$ cat src/rtl/parking_pkg.sv
`default_nettype none
// +----------------------------------------------------------------------+
// | parking_pkg                                                          |
// | Shared constants, door state type and popcount helper for the        |
// | 4-slot parking lot controller.                                       |
// | Revision: 1.0                                                        |
// +----------------------------------------------------------------------+
package parking_pkg;

  localparam int NUM_SLOTS = 4;
  localparam int SLOT_W    = 2;
  localparam int CAP_W     = 3;

  typedef enum logic [0:0] {
    CLOSED = 1'b0,
    OPEN   = 1'b1
  } door_state_e;

  function automatic logic [CAP_W-1:0] popcount(input logic [NUM_SLOTS-1:0] v);
    logic [CAP_W-1:0] n;
    n = '0;
    for (int i = 0; i < NUM_SLOTS; i++) begin
      n = n + CAP_W'(v[i]);
    end
    return n;
  endfunction

endpackage
`default_nettype wire

$ cat src/rtl/parking_fsm_if.sv
`default_nettype none
// +----------------------------------------------------------------------+
// | parking_fsm_if                                                       |
// | Sensor-side inputs and gate/display outputs of the lot controller.   |
// | Revision: 1.0                                                        |
// +----------------------------------------------------------------------+
interface parking_fsm_if;
  import parking_pkg::*;

  logic                 entry_signal;
  logic                 exit_signal;
  logic [SLOT_W-1:0]    exit_slot;
  logic                 is_open;
  logic                 is_full;
  logic [NUM_SLOTS-1:0] spots;
  logic [CAP_W-1:0]     capacity;
  logic [SLOT_W-1:0]    location;

  modport master (
    output entry_signal, exit_signal, exit_slot,
    input  is_open, is_full, spots, capacity, location
  );

  modport slave (
    input  entry_signal, exit_signal, exit_slot,
    output is_open, is_full, spots, capacity, location
  );

endinterface
`default_nettype wire

$ cat src/rtl/parking_fsm_lowest_free_enc.sv
`default_nettype none
// +----------------------------------------------------------------------+
// | lowest_free_enc                                                      |
// | Priority encoder: index of the lowest set bit of a free-slot mask.   |
// | Revision: 1.0                                                        |
// +----------------------------------------------------------------------+
module lowest_free_enc
  import parking_pkg::*;
(
  input  wire logic [NUM_SLOTS-1:0] free_i,
  output logic      [SLOT_W-1:0]    idx_o,
  output logic                      found_o
);

  // Scan from the top so the lowest set bit is the last one written.
  always_comb begin
    idx_o   = '0;
    found_o = 1'b0;
    for (int i = NUM_SLOTS - 1; i >= 0; i--) begin
      if (free_i[i]) begin
        idx_o   = SLOT_W'(i);
        found_o = 1'b1;
      end
    end
  end

endmodule
`default_nettype wire

$ cat src/rtl/parking_fsm.sv
`default_nettype none
// +----------------------------------------------------------------------+
// | parking_fsm                                                          |
// | 4-slot parking lot controller: occupancy, slot assignment, door.     |
// | Revision: 1.0                                                        |
// +----------------------------------------------------------------------+
module parking_fsm
  import parking_pkg::*;
(
  input  wire logic     clk,
  input  wire logic     reset,
  parking_fsm_if.slave  bus
);

  door_state_e          state_q, state_d;
  logic [NUM_SLOTS-1:0] spots_q, spots_d;
  logic [CAP_W-1:0]     capacity_q, capacity_d;
  logic [SLOT_W-1:0]    location_q, location_d;
  logic                 full_q, full_d;

  logic                 w_exit_ok;
  logic                 w_entry_ok;
  logic [NUM_SLOTS-1:0] w_after_exit;
  logic [SLOT_W-1:0]    w_free_idx;
  logic                 w_free_found;

  // Exit is resolved first so an entry in the same cycle sees the vacated slot.
  always_comb begin
    w_after_exit = spots_q;
    w_exit_ok    = bus.exit_signal && spots_q[bus.exit_slot];
    if (w_exit_ok) begin
      w_after_exit[bus.exit_slot] = 1'b0;
    end
  end

  lowest_free_enc u_enc (
    .free_i  (~w_after_exit),
    .idx_o   (w_free_idx),
    .found_o (w_free_found)
  );

  always_comb begin
    w_entry_ok = bus.entry_signal && w_free_found;
    spots_d    = w_after_exit;
    location_d = location_q;
    if (w_entry_ok) begin
      spots_d[w_free_idx] = 1'b1;
      location_d          = w_free_idx;
    end
    capacity_d = CAP_W'(NUM_SLOTS) - popcount(spots_d);
    full_d     = (capacity_d == '0);
    state_d    = (w_exit_ok || w_entry_ok) ? OPEN : CLOSED;
  end

  always_ff @(posedge clk or posedge reset) begin
    if (reset) begin
      state_q    <= CLOSED;
      spots_q    <= '0;
      capacity_q <= CAP_W'(NUM_SLOTS);
      location_q <= '0;
      full_q     <= 1'b0;
    end else begin
      state_q    <= state_d;
      spots_q    <= spots_d;
      capacity_q <= capacity_d;
      location_q <= location_d;
      full_q     <= full_d;
    end
  end

  assign bus.is_open  = (state_q == OPEN);
  assign bus.is_full  = full_q;
  assign bus.spots    = spots_q;
  assign bus.capacity = capacity_q;
  assign bus.location = location_q;

endmodule
`default_nettype wire

$ cat src/flat_wrapper.sv
// flat-port wrapper written by rule: the top's interface ports become plain ports
module parking_fsm_flat import parking_pkg::*;
  (clk, reset, bus_entry_signal, bus_exit_signal, bus_exit_slot, bus_is_open, bus_is_full, bus_spots, bus_capacity, bus_location);
  parking_fsm_if bus_i ();
  input  wire logic clk;
  input  wire logic reset;
  input wire logic [$bits(bus_i.entry_signal)-1:0] bus_entry_signal;
  input wire logic [$bits(bus_i.exit_signal)-1:0] bus_exit_signal;
  input wire logic [$bits(bus_i.exit_slot)-1:0] bus_exit_slot;
  output wire logic [$bits(bus_i.is_open)-1:0] bus_is_open;
  output wire logic [$bits(bus_i.is_full)-1:0] bus_is_full;
  output wire logic [$bits(bus_i.spots)-1:0] bus_spots;
  output wire logic [$bits(bus_i.capacity)-1:0] bus_capacity;
  output wire logic [$bits(bus_i.location)-1:0] bus_location;
  assign bus_i.entry_signal = bus_entry_signal;
  assign bus_i.exit_signal = bus_exit_signal;
  assign bus_i.exit_slot = bus_exit_slot;
  assign bus_is_open = bus_i.is_open;
  assign bus_is_full = bus_i.is_full;
  assign bus_spots = bus_i.spots;
  assign bus_capacity = bus_i.capacity;
  assign bus_location = bus_i.location;
  parking_fsm u_core (.clk(clk), .reset(reset), .bus(bus_i));
endmodule
$ cat config.mk
export PLATFORM = sky130hd
export DESIGN_NAME = parking_fsm_flat
export DESIGN_NICKNAME = d
export VERILOG_FILES = /design/src/rtl/parking_pkg.sv /design/src/rtl/parking_fsm_if.sv /design/src/rtl/parking_fsm_lowest_free_enc.sv /design/src/rtl/parking_fsm.sv /design/src/flat_wrapper.sv
export SDC_FILE = /design/constraint.sdc
export NUM_CORES = 1
export LEC_CHECK = 0
export ABC_AREA = 1
export BUFFER_PORTS_ARGS = -buffer_cell sky130_fd_sc_hd__buf_2
export CORE_AREA = 4 4 41 43
export DETAILED_ROUTE_END_ITERATION = 8
export DIE_AREA = 0 0 45 47
export GPL_TIMING_DRIVEN = 1
export PLACE_DENSITY = 0.7
export SLEW_MARGIN = 30
export SYNTH_ARGS = -nofsm -noshare
export SYNTH_HDL_FRONTEND = slang
export SYNTH_HIERARCHICAL = 1
export SYNTH_SLANG_ARGS = --single-unit
$ cat constraint.sdc
create_clock -name clk -period 2.95 [get_ports clk]
set_input_delay 0.295 -clock clk [delete_from_list [all_inputs] [get_ports clk]]
set_output_delay 0.295 -clock clk [all_outputs]
set_load 0.01 [all_outputs]
**Word-level counts from Yosys, hierarchy flattened**

Index checks and enable logic that the tools add are counted.
Widths: inputs -> output; s select.

- Bits in registers: 11
- Input bits: 6
- Output and inout bits: 11
- Logic and storage cells: 40

- Add/subtract/negate cells: 4
- Magnitude comparators: 4
- Muxes and demuxes: 17
- Bitwise gates (word level): 4
- Reductions and logical operators: 6

Operator list:

| kind | count |
|---|---|
| $mux 1 | 8 |
| $mux 2 | 4 |
| $mux 4 | 2 |
| $not 4->4 | 2 |
| $add 3x1->3 | 2 |
| $lt 2x3->1 const B | 2 |
| $and 4x4->4 | 1 |
| $demux 1 s2 | 2 |
| $ge 2x1->1 const B | 2 |
| $logic_and 1x1->1 | 4 |
| $or 4x4->4 | 1 |
| $logic_not 3->1 | 1 |
| $sub 3x3->3 const A | 1 |
| $add 1x1->2 | 1 |
| $bmux 1 s2 | 1 |
| $logic_or 1x1->1 | 1 |

**Logic depth before layout (Yosys ltp)**

Gate-level depths: netlist of run 1.

- Depth in word-level cells: 23
- Mapped depth: 18
- Mapped depth without buffers: 18

**Cells and area by module**

Netlist of run 1, hierarchy kept.

Modules (own cells, without submodules):

| module | times used | cells each | area an instance (um^2) | sequential area each (um^2) |
|---|---|---|---|---|
| parking_fsm | 1 | 64 | 540.5 | 276.5 |
| lowest_free_enc | 1 | 8 | 36.3 | 0.0 |

**Least setup slack after synthesis of run 1**

Ideal clock, no wire load.

- Kind: reg-to-reg
- From: register u_core.spots_q[3], in the netlist u_core/bus.spots[3]
- To: register u_core.full_q, in the netlist u_core/bus.is_full
- Setup time: 0.086 ns
- Arrival time: 2.566 ns
- Data required time: 2.864 ns
- Slack: 0.298 ns
- Stages on the path, launching flop included: 16
- Path buffers: 0
- Period minus slack after synthesis: 2.652 ns
- Cells stage by stage: dfrtp_1 > nand2_1 > nand2_1 > nand2_1 > nand2_2 > nand3_2 > nand2_1 > nor2_1 > nor3_1 > inv_1 > nor3_1 > a21oi_1 > fa_1 > ha_1 > ha_1 > nor3_1

- Cells in the longest elaborated chain, start to end: 20
- Elaborated cells between the ends (all ways): 27
- Classes of those cells: add/sub (4); order compare (2); mux (14); bitwise (3); reduce/logical (4)

RTL lines:

| what | line | text |
|---|---|---|
| start: declaration | parking_fsm.sv:16 | `logic [NUM_SLOTS-1:0] spots_q, spots_d;` |
| start signal: assignment | parking_fsm.sv:64 | `spots_q <= spots_d;` |
| $bmux 1 s2 | parking_fsm.sv:30 | `w_exit_ok = bus.exit_signal && spots_q[bus.exit_slot];` |
| $mux 1 (not written as such) | parking_fsm.sv:30 |  |
| $logic_and 1x1->1 | parking_fsm.sv:30 |  |
| $mux 4 * | parking_fsm.sv:31 | `if (w_exit_ok) begin` |
| $not 4->4 * | parking_fsm.sv:37 | `.free_i (~w_after_exit),` |
| $mux 2 (3 in a row) | parking_fsm_lowest_free_enc.sv:20 | `if (free_i[i]) begin` |
| $mux 2 * | parking_fsm_lowest_free_enc.sv:20 |  |
| via u_core.w_free_idx[1] | parking_fsm.sv:24 | `logic [SLOT_W-1:0] w_free_idx;` |
| [5 not listed] | n/a |  |
| $mux 4 * | parking_fsm.sv:46 | `if (w_entry_ok) begin` |
| $add 1x1->2 | parking_pkg.sv:23 | `n = n + CAP_W'(v[i]);` |
| $add 3x1->3 | parking_pkg.sv:23 |  |
| $add 3x1->3 * | parking_pkg.sv:23 |  |
| $sub 3x3->3 * | parking_fsm.sv:50 | `capacity_d = CAP_W'(NUM_SLOTS) - popcount(spots_d);` |
| via u_core.capacity_d[1] | parking_fsm.sv:17 | `logic [CAP_W-1:0] capacity_q, capacity_d;` |
| $logic_not 3->1 * | parking_fsm.sv:51 | `full_d = (capacity_d == '0);` |
| via u_core.full_d | parking_fsm.sv:19 | `logic full_q, full_d;` |
| end signal: assignment | parking_fsm.sv:67 | `full_q <= full_d;` |
| end: declaration | parking_fsm.sv:19 |  |

The timed path passes the listed nets; every way through them passes the cells marked *. The select of a mux whose other input is x is not followed.
A chain may end at the register's enable or synchronous reset.

**Worst setup path in the final report of run 1**

- From: register u_core.spots_q[3], in the netlist u_core/bus.spots[3]
- To: register u_core.full_q, in the netlist u_core/bus.is_full

- Cells in the longest elaborated chain, start to end: 20
- Elaborated cells between the ends (all ways): 27
- Classes of those cells: add/sub (4); order compare (2); mux (14); bitwise (3); reduce/logical (4)

RTL lines:

| what | line |
|---|---|
| $bmux 1 s2 | parking_fsm.sv:30 |
| $mux 1 (not written as such) | parking_fsm.sv:30 |
| $logic_and 1x1->1 | parking_fsm.sv:30 |
| $mux 4 * | parking_fsm.sv:31 |
| $not 4->4 * | parking_fsm.sv:37 |
| $mux 2 (3 in a row) | parking_fsm_lowest_free_enc.sv:20 |
| $mux 2 * | parking_fsm_lowest_free_enc.sv:20 |
| via u_core.w_free_idx[0] | parking_fsm.sv:24 |
| [5 not listed] | n/a |
| $mux 4 * | parking_fsm.sv:46 |
| via u_core.spots_d[1] | parking_fsm.sv:16 |
| $add 1x1->2 * | parking_pkg.sv:23 |
| $add 3x1->3 * (2 in a row) | parking_pkg.sv:23 |
| $sub 3x3->3 * | parking_fsm.sv:50 |
| via u_core.capacity_d[1] | parking_fsm.sv:17 |
| $logic_not 3->1 * | parking_fsm.sv:51 |
| via u_core.full_d | parking_fsm.sv:19 |

Marks and branches as above.

==> run_results.csv, run 1 <==
group,metric,value,unit
layout,nFillCells,132,
route,routedWlPerCell,10.39,um
synth,ys_ff_latch,11,
route,highest_layer,"met3",
timing,rsz0062_at_grt,"no",
timing,hold-worst-slack,0.004548,ns
cts,clk_pin_slew,0.07,ns
synth,syn_area_per_cell,8.011,um^2
power,switching_share,0.4308,
route,drcViolationCount,0,
run,max_cap_violations,0,
power,internal_power,0.0004510,W
floorplanning,die_w,45,um
power,switchingPower,0.0003413,W
synth,yosysUniqueCellTypes,14,
cts,cts_resized,0,
floorplanning,dieArea,0.002115,mm^2
cts,htreeDepth,1,
cts,cts_num_sinks,11,
power,ir_drop,0.0006000,V
cts,worst_skew_pair.late_latency,0.26,ns
power,pwr-share-seq,0.329,
timing,hold_viol,0,
layout,layout_commonest_cell,"nand2_1",
route,first_pass_iters,4,
critical_path,cp.arrival,2.94,ns
power,p_clk_frac,0.124,
cts,cts_tree,"done",
synth,synth_top_area_cell,"dfrtp_1",
timing,period_minus_slack,2.755,ns
critical_path,path_max_fanout,4,
synth,yosysTopAreaCellShare,0.4338,
cts,root_buffer,"clkbuf_4",
route,num_vias,514,
layout,final_cell_mix,"nand2_1, buf_2, inv_1",
layout,diodes,0,
power,cellPowerDensity,1071,mW/mm^2
floorplanning,ios,17,
global_route,grt_antenna_before_repair,0,
floorplanning,initial_utilization,0.4433,
timing,relSlewSlack,0.7307,
timing,tns,0,ns
placed_design,hpwl,902.1,um
route,ant_nets,0,
timing,finalMaxSlewViolations,0,
route,routed-wl-met2,512,um
route,avgViaCountPerCell,4.716,
timing,worstMarginPinSlew,0.4035,ns
global_route,grt_pass1_wl,1876,um
critical_path,crit_path_end_kind,"register",
cts,postCtsSetupBuffers,0,
floorplanning,die_h,47,um
route,wl,1132,um
synth,synth_seq_area_share,0.4794,
global_route,grt-ovfl-total,0,
synth,ys_warn_count,6,
critical_path,crit_type,"register to register",
layout,syn_to_final_growth,28.20,%
timing,max_freq,362.9,MHz
floorplanning,rows,13,
layout,drive_above_1_share,0.3404,
timing,post-route-period-util,0.9341,
power,power_frac_comb,0.547,
cts,cts_buffers,3,
synth,synthTopCellsByArea,"dfrtp_1, nand2_1, inv_1",
synth,postSynthCellCount,72,
power,leakagePower,0.4202,nW
route,wl_met3,69,um
synth,synth_area,576.8,um^2
status,status,"finished, final reports clean",
placed_design,place_congestion,0.8640,
global_route,grt_pass1_vias,482,
global_route,grtUsageTotal,0.1246,
route,wirelength_met1,550,um
route,first_iter_violations,17,
cts,hold_buffers,0,
min_path,hold_class,"input port to async pin",
timing,setup_viol,0,
layout,final_core_util,0.5683,
critical_path,critPathLaunchType,"register",
floorplanning,core_area,0.001301,mm^2
global_route,grt_max_degree,12,
synth,synth_fp_nets,81,
cts,cts_max_path_buffers,2,
critical_path,required,3.13,ns
timing,skew,0.001295,ns
layout,nets,104,
placed_design,port_buffers,16,
## state kept, by name, indices dropped and copies added (netlist names)
| name | count |
|---|---|
| u_core/bus.capacity | 3 |
| u_core/bus.is_full | 1 |
| u_core/bus.is_open | 1 |
| u_core/bus.location | 2 |
| u_core/bus.spots | 4 |
## synth_stat cells
master and instances:
fa_1 1, nor3_1 3, nand2_1 21, ha_1 2
inv_1 15, nand3_2 2, nand2_2 3, a21oi_2 1
dfstp_2 1, a21oi_1 4, o21ai_0 1, nor2_1 6
o21ai_1 2, dfrtp_1 10
## logic make-up after synthesis
family,share of synthesized area
compound gates,0.07592
fa+ha+maj,0.07809
buf+inv,0.09761
flops,0.4794
simple gates,0.2690
## layout make-up
class                           count  area, um^2  area share
Sequential cell                    11       276.5      0.3739
Multi-Input combinational cell     46       265.3      0.3587
Timing Repair Buffer               18       95.09      0.1286
Inverter                           15       56.30     0.07614
Clock buffer                        3       22.52     0.03046
Tap cell                           15       18.77     0.02538
Clock inverter                      1       5.005    0.006768
## layer usage
| layer | vias up | global-route usage |
|---|---|---|
| met5 | - | 0 |
| met4 | 0 | 0.05263 |
| met3 | 0 | 0.03448 |
| met2 | 19 | 0.2034 |
| met1 | 231 | 0.1555 |
| li1 | 264 | - |
## critical path: stages (launching register included)
cell	delay [ns]
dfrtp_1	0.43
nand2_1	0.09
nand2_1	0.05
nand2_1	0.07
nand2_2	0.08
nand3_2	0.08
nand2_1	0.08
inv_1	0.06
nand2_1	0.07
a21oi_4	0.16
nand2_1	0.12
o21ai_1	0.18
inv_1	0.08
fa_1	0.48
ha_1	0.19
ha_1	0.28
nor3_1	0.18
## worst paths after layout
check / from / end / slack, ns / cells past startpoint
min in group clk: bus_exit_signal / u_core/bus.is_open / 0.31 / 3
hold / removal: reset / u_core/bus.spots[3] / 0.005 / 2
hold reg to reg: u_core/bus.location[0] / u_core/bus.location[0] / 0.49 / 2
setup / recovery: u_core/bus.spots[3] / u_core/bus.is_full / 0.19 / 16
max in group asynchronous: reset / u_core/bus.capacity[2] / 2.63 / 2
setup reg to reg: u_core/bus.spots[3] / u_core/bus.is_full / 0.19 / 16
## power by group through the flow
stage	registers, W	logic (W)	clock network [W]
CTS	0.000259	0.000415	0.000103
floorplan	0.000294	0.000239	0
finish	0.000260	0.000433	0.0000986
global route	0.000267	0.000492	0.000112
global placement	0.000261	0.000403	0
detailed placement	0.000262	0.000412	0
## stage by stage
| stage | instances | setup WS (ns) | power [W] | instance area [um^2] |
|---|---|---|---|---|
| finish | 109 | 0.1945 | 0.0007922 | 739.5 |
| global route | 109 | 0.01895 | 0.0008702 | 739.5 |
| CTS | 109 | 0.1596 | 0.0007776 | 718.2 |
| detailed placement | 105 | 0.07168 | 0.0006743 | 690.7 |
| global placement | 105 | 0.1669 | 0.0006631 | 690.7 |
| floorplan | 72 | 0.2979 | 0.0005325 | 576.8 |
No activity file was read; power rests on OpenSTA's default activity.
==> run 2: changes to the inputs <==
clock period = 3.4 ns   (was 2.95 ns; I/O delays follow)
==> run_results.csv, run 2 (same netlist as run 1, synthesis figures left out) <==
group,metric,value,unit
status,status,"finished, final reports clean",
floorplanning,die_h,47,um
route,first_pass_iters,4,
critical_path,required,3.60,ns
global_route,grt_antenna_before_repair,0,
cts,cts_num_sinks,11,
critical_path,cp.arrival,3.08,ns
power,pwr-share-seq,0.342,
layout,layout_commonest_cell,"nand2_1",
layout,drive_above_1_share,0.2935,
critical_path,critPathLaunchType,"register",
route,drcViolationCount,0,
timing,max_freq,346.5,MHz
timing,rsz0062_at_grt,"no",
critical_path,path_max_fanout,4,
critical_path,crit_type,"register to register",
layout,layoutNonFillerInstCount,107,
power,switching_share,0.4329,
global_route,grt_pass1_vias,449,
cts,htreeDepth,1,
route,ant_nets,0,
route,num_vias,502,
floorplanning,dieArea,0.002115,mm^2
layout,largest_register_ff_count,4,
cts,cts_tree,"done",
timing,hold-worst-slack,0.03575,ns
timing,setup_viol,0,
min_path,hold_class,"input port to async pin",
layout,final_core_util,0.5404,
global_route,grt_pass1_wl,1856,um
power,leakagePower,0.4067,nW
power,switchingPower,0.0002860,W
power,p_clk_frac,0.135,
global_route,grt-ovfl-total,0,
route,wl,1142,um
critical_path,crit_path_end_kind,"register",
power,internal_power,0.0003747,W
floorplanning,ios,17,
cts,cts_max_path_buffers,2,
cts,cts_buffers,3,
route,routedWlPerCell,10.67,um
layout,syn_to_final_growth,21.91,%
placed_design,hpwl,900.9,um
global_route,grt_max_degree,12,
floorplanning,rows,13,
cts,hold_buffers,0,
global_route,grtUsageTotal,0.1278,
timing,tns,0,ns
power,ir_drop,0.0004703,V
layout,nFillCells,122,
placed_design,port_buffers,16,
cts,postCtsSetupBuffers,0,
power,cellPowerDensity,939.6,mW/mm^2
layout,diodes,0,
placed_design,place_congestion,0.8462,
placed_design,dp.cells,103,
route,avgViaCountPerCell,4.692,
floorplanning,die_w,45,um
timing,post-route-period-util,0.8489,
cts,clk_pin_slew,0.07,ns
run,max_cap_violations,0,
timing,layout_setup_ws,0.5139,ns
layout,nets,102,
timing,skew,0.004114,ns
route,first_iter_violations,15,
layout,final_cell_mix,"nand2_1, buf_2, inv_1",
floorplanning,core_area,0.001301,mm^2
cts,root_buffer,"clkbuf_4",
placed_design,post-place-ws,0.4305,ns
floorplanning,initial_utilization,0.4433,
timing,hold_viol,0,
timing,finalMaxSlewViolations,0,
timing,period_minus_slack,2.886,ns
timing,worstMarginPinSlew,0.3920,ns
cts,cts_resized,0,
power,power_frac_comb,0.523,
cts,worst_skew_pair.late_latency,0.27,ns
timing,relSlewSlack,0.7384,
==> run 2: cell count changes in the layout (fill, tap and decap cells not counted) <==
cell	before	now
nor3_2	2	0
buf_4	2	0
nor3_1	1	3
a21oi_1	3	4
a21oi_4	1	0
==> run 2: power groups by stage <==
stage          Combinational [W]  Sequential (W)   Clock, W
6_report                0.000346        0.000226  0.0000892
5_1_grt                 0.000396        0.000234  0.0000965
4_1_cts                 0.000347        0.000227  0.0000916
3_5_place_dp            0.000344        0.000229          0
3_3_place_gp            0.000338        0.000228          0
2_1_floorplan           0.000207        0.000255          0
==> run 2: worst max-delay path: stages (launching register included) <==
cell and delay, ns:
dfrtp_1 0.41, nand2_1 0.07, nand2_1 0.07, nand2_1 0.06, nand2_2 0.09, nand3_2 0.07, nand2_1 0.10, nor2_1 0.07
nor3_1 0.27, inv_1 0.12, nor3_1 0.26, a21oi_1 0.10, fa_1 0.47, ha_1 0.20, ha_1 0.28, nor3_1 0.17
==> run 2: stage by stage <==
step           area [um^2]  total power, W
4_1_cts              703.2       0.0006655
2_1_floorplan        576.8       0.0004620
5_1_grt              703.2       0.0007257
3_3_place_gp         675.6       0.0005661
6_report             703.2       0.0006607
3_5_place_dp         675.6       0.0005732
==> run 2: path summary, 6_finish.rpt <==
check                      cells after the start                endpoint  slack, ns              startpoint
min in group clk                               3      u_core/bus.is_open       0.35         bus_exit_signal
max                                           15      u_core/bus.is_full       0.51     u_core/bus.spots[3]
min reg2reg                                    2  u_core/bus.location[0]       0.49  u_core/bus.location[0]
max in group asynchronous                      2  u_core/bus.capacity[2]       3.05                   reset
min                                            2      u_core/bus.is_open       0.04                   reset
max reg2reg                                   15      u_core/bus.is_full       0.51     u_core/bus.spots[3]
==> run 2: metal layers <==
layer,track usage,share of wire,wire [um]
met5,0,0,0
met4,0.08772,0.019,22
met3,0.02299,0.079,90
met2,0.1977,0.47,542
met1,0.1627,0.43,486
==> run 2: area by class of cell <==
cell class | count | area (um^2) | area share
clock buffers | 3 | 22.52 | 0.03203
clock inverters | 1 | 5.005 | 0.007117
inverters | 15 | 56.30 | 0.08007
multi-input cells | 46 | 244.0 | 0.3470
flip-flops and latches | 11 | 276.5 | 0.3932
well taps | 15 | 18.77 | 0.02669
repair buffers | 16 | 80.08 | 0.1139
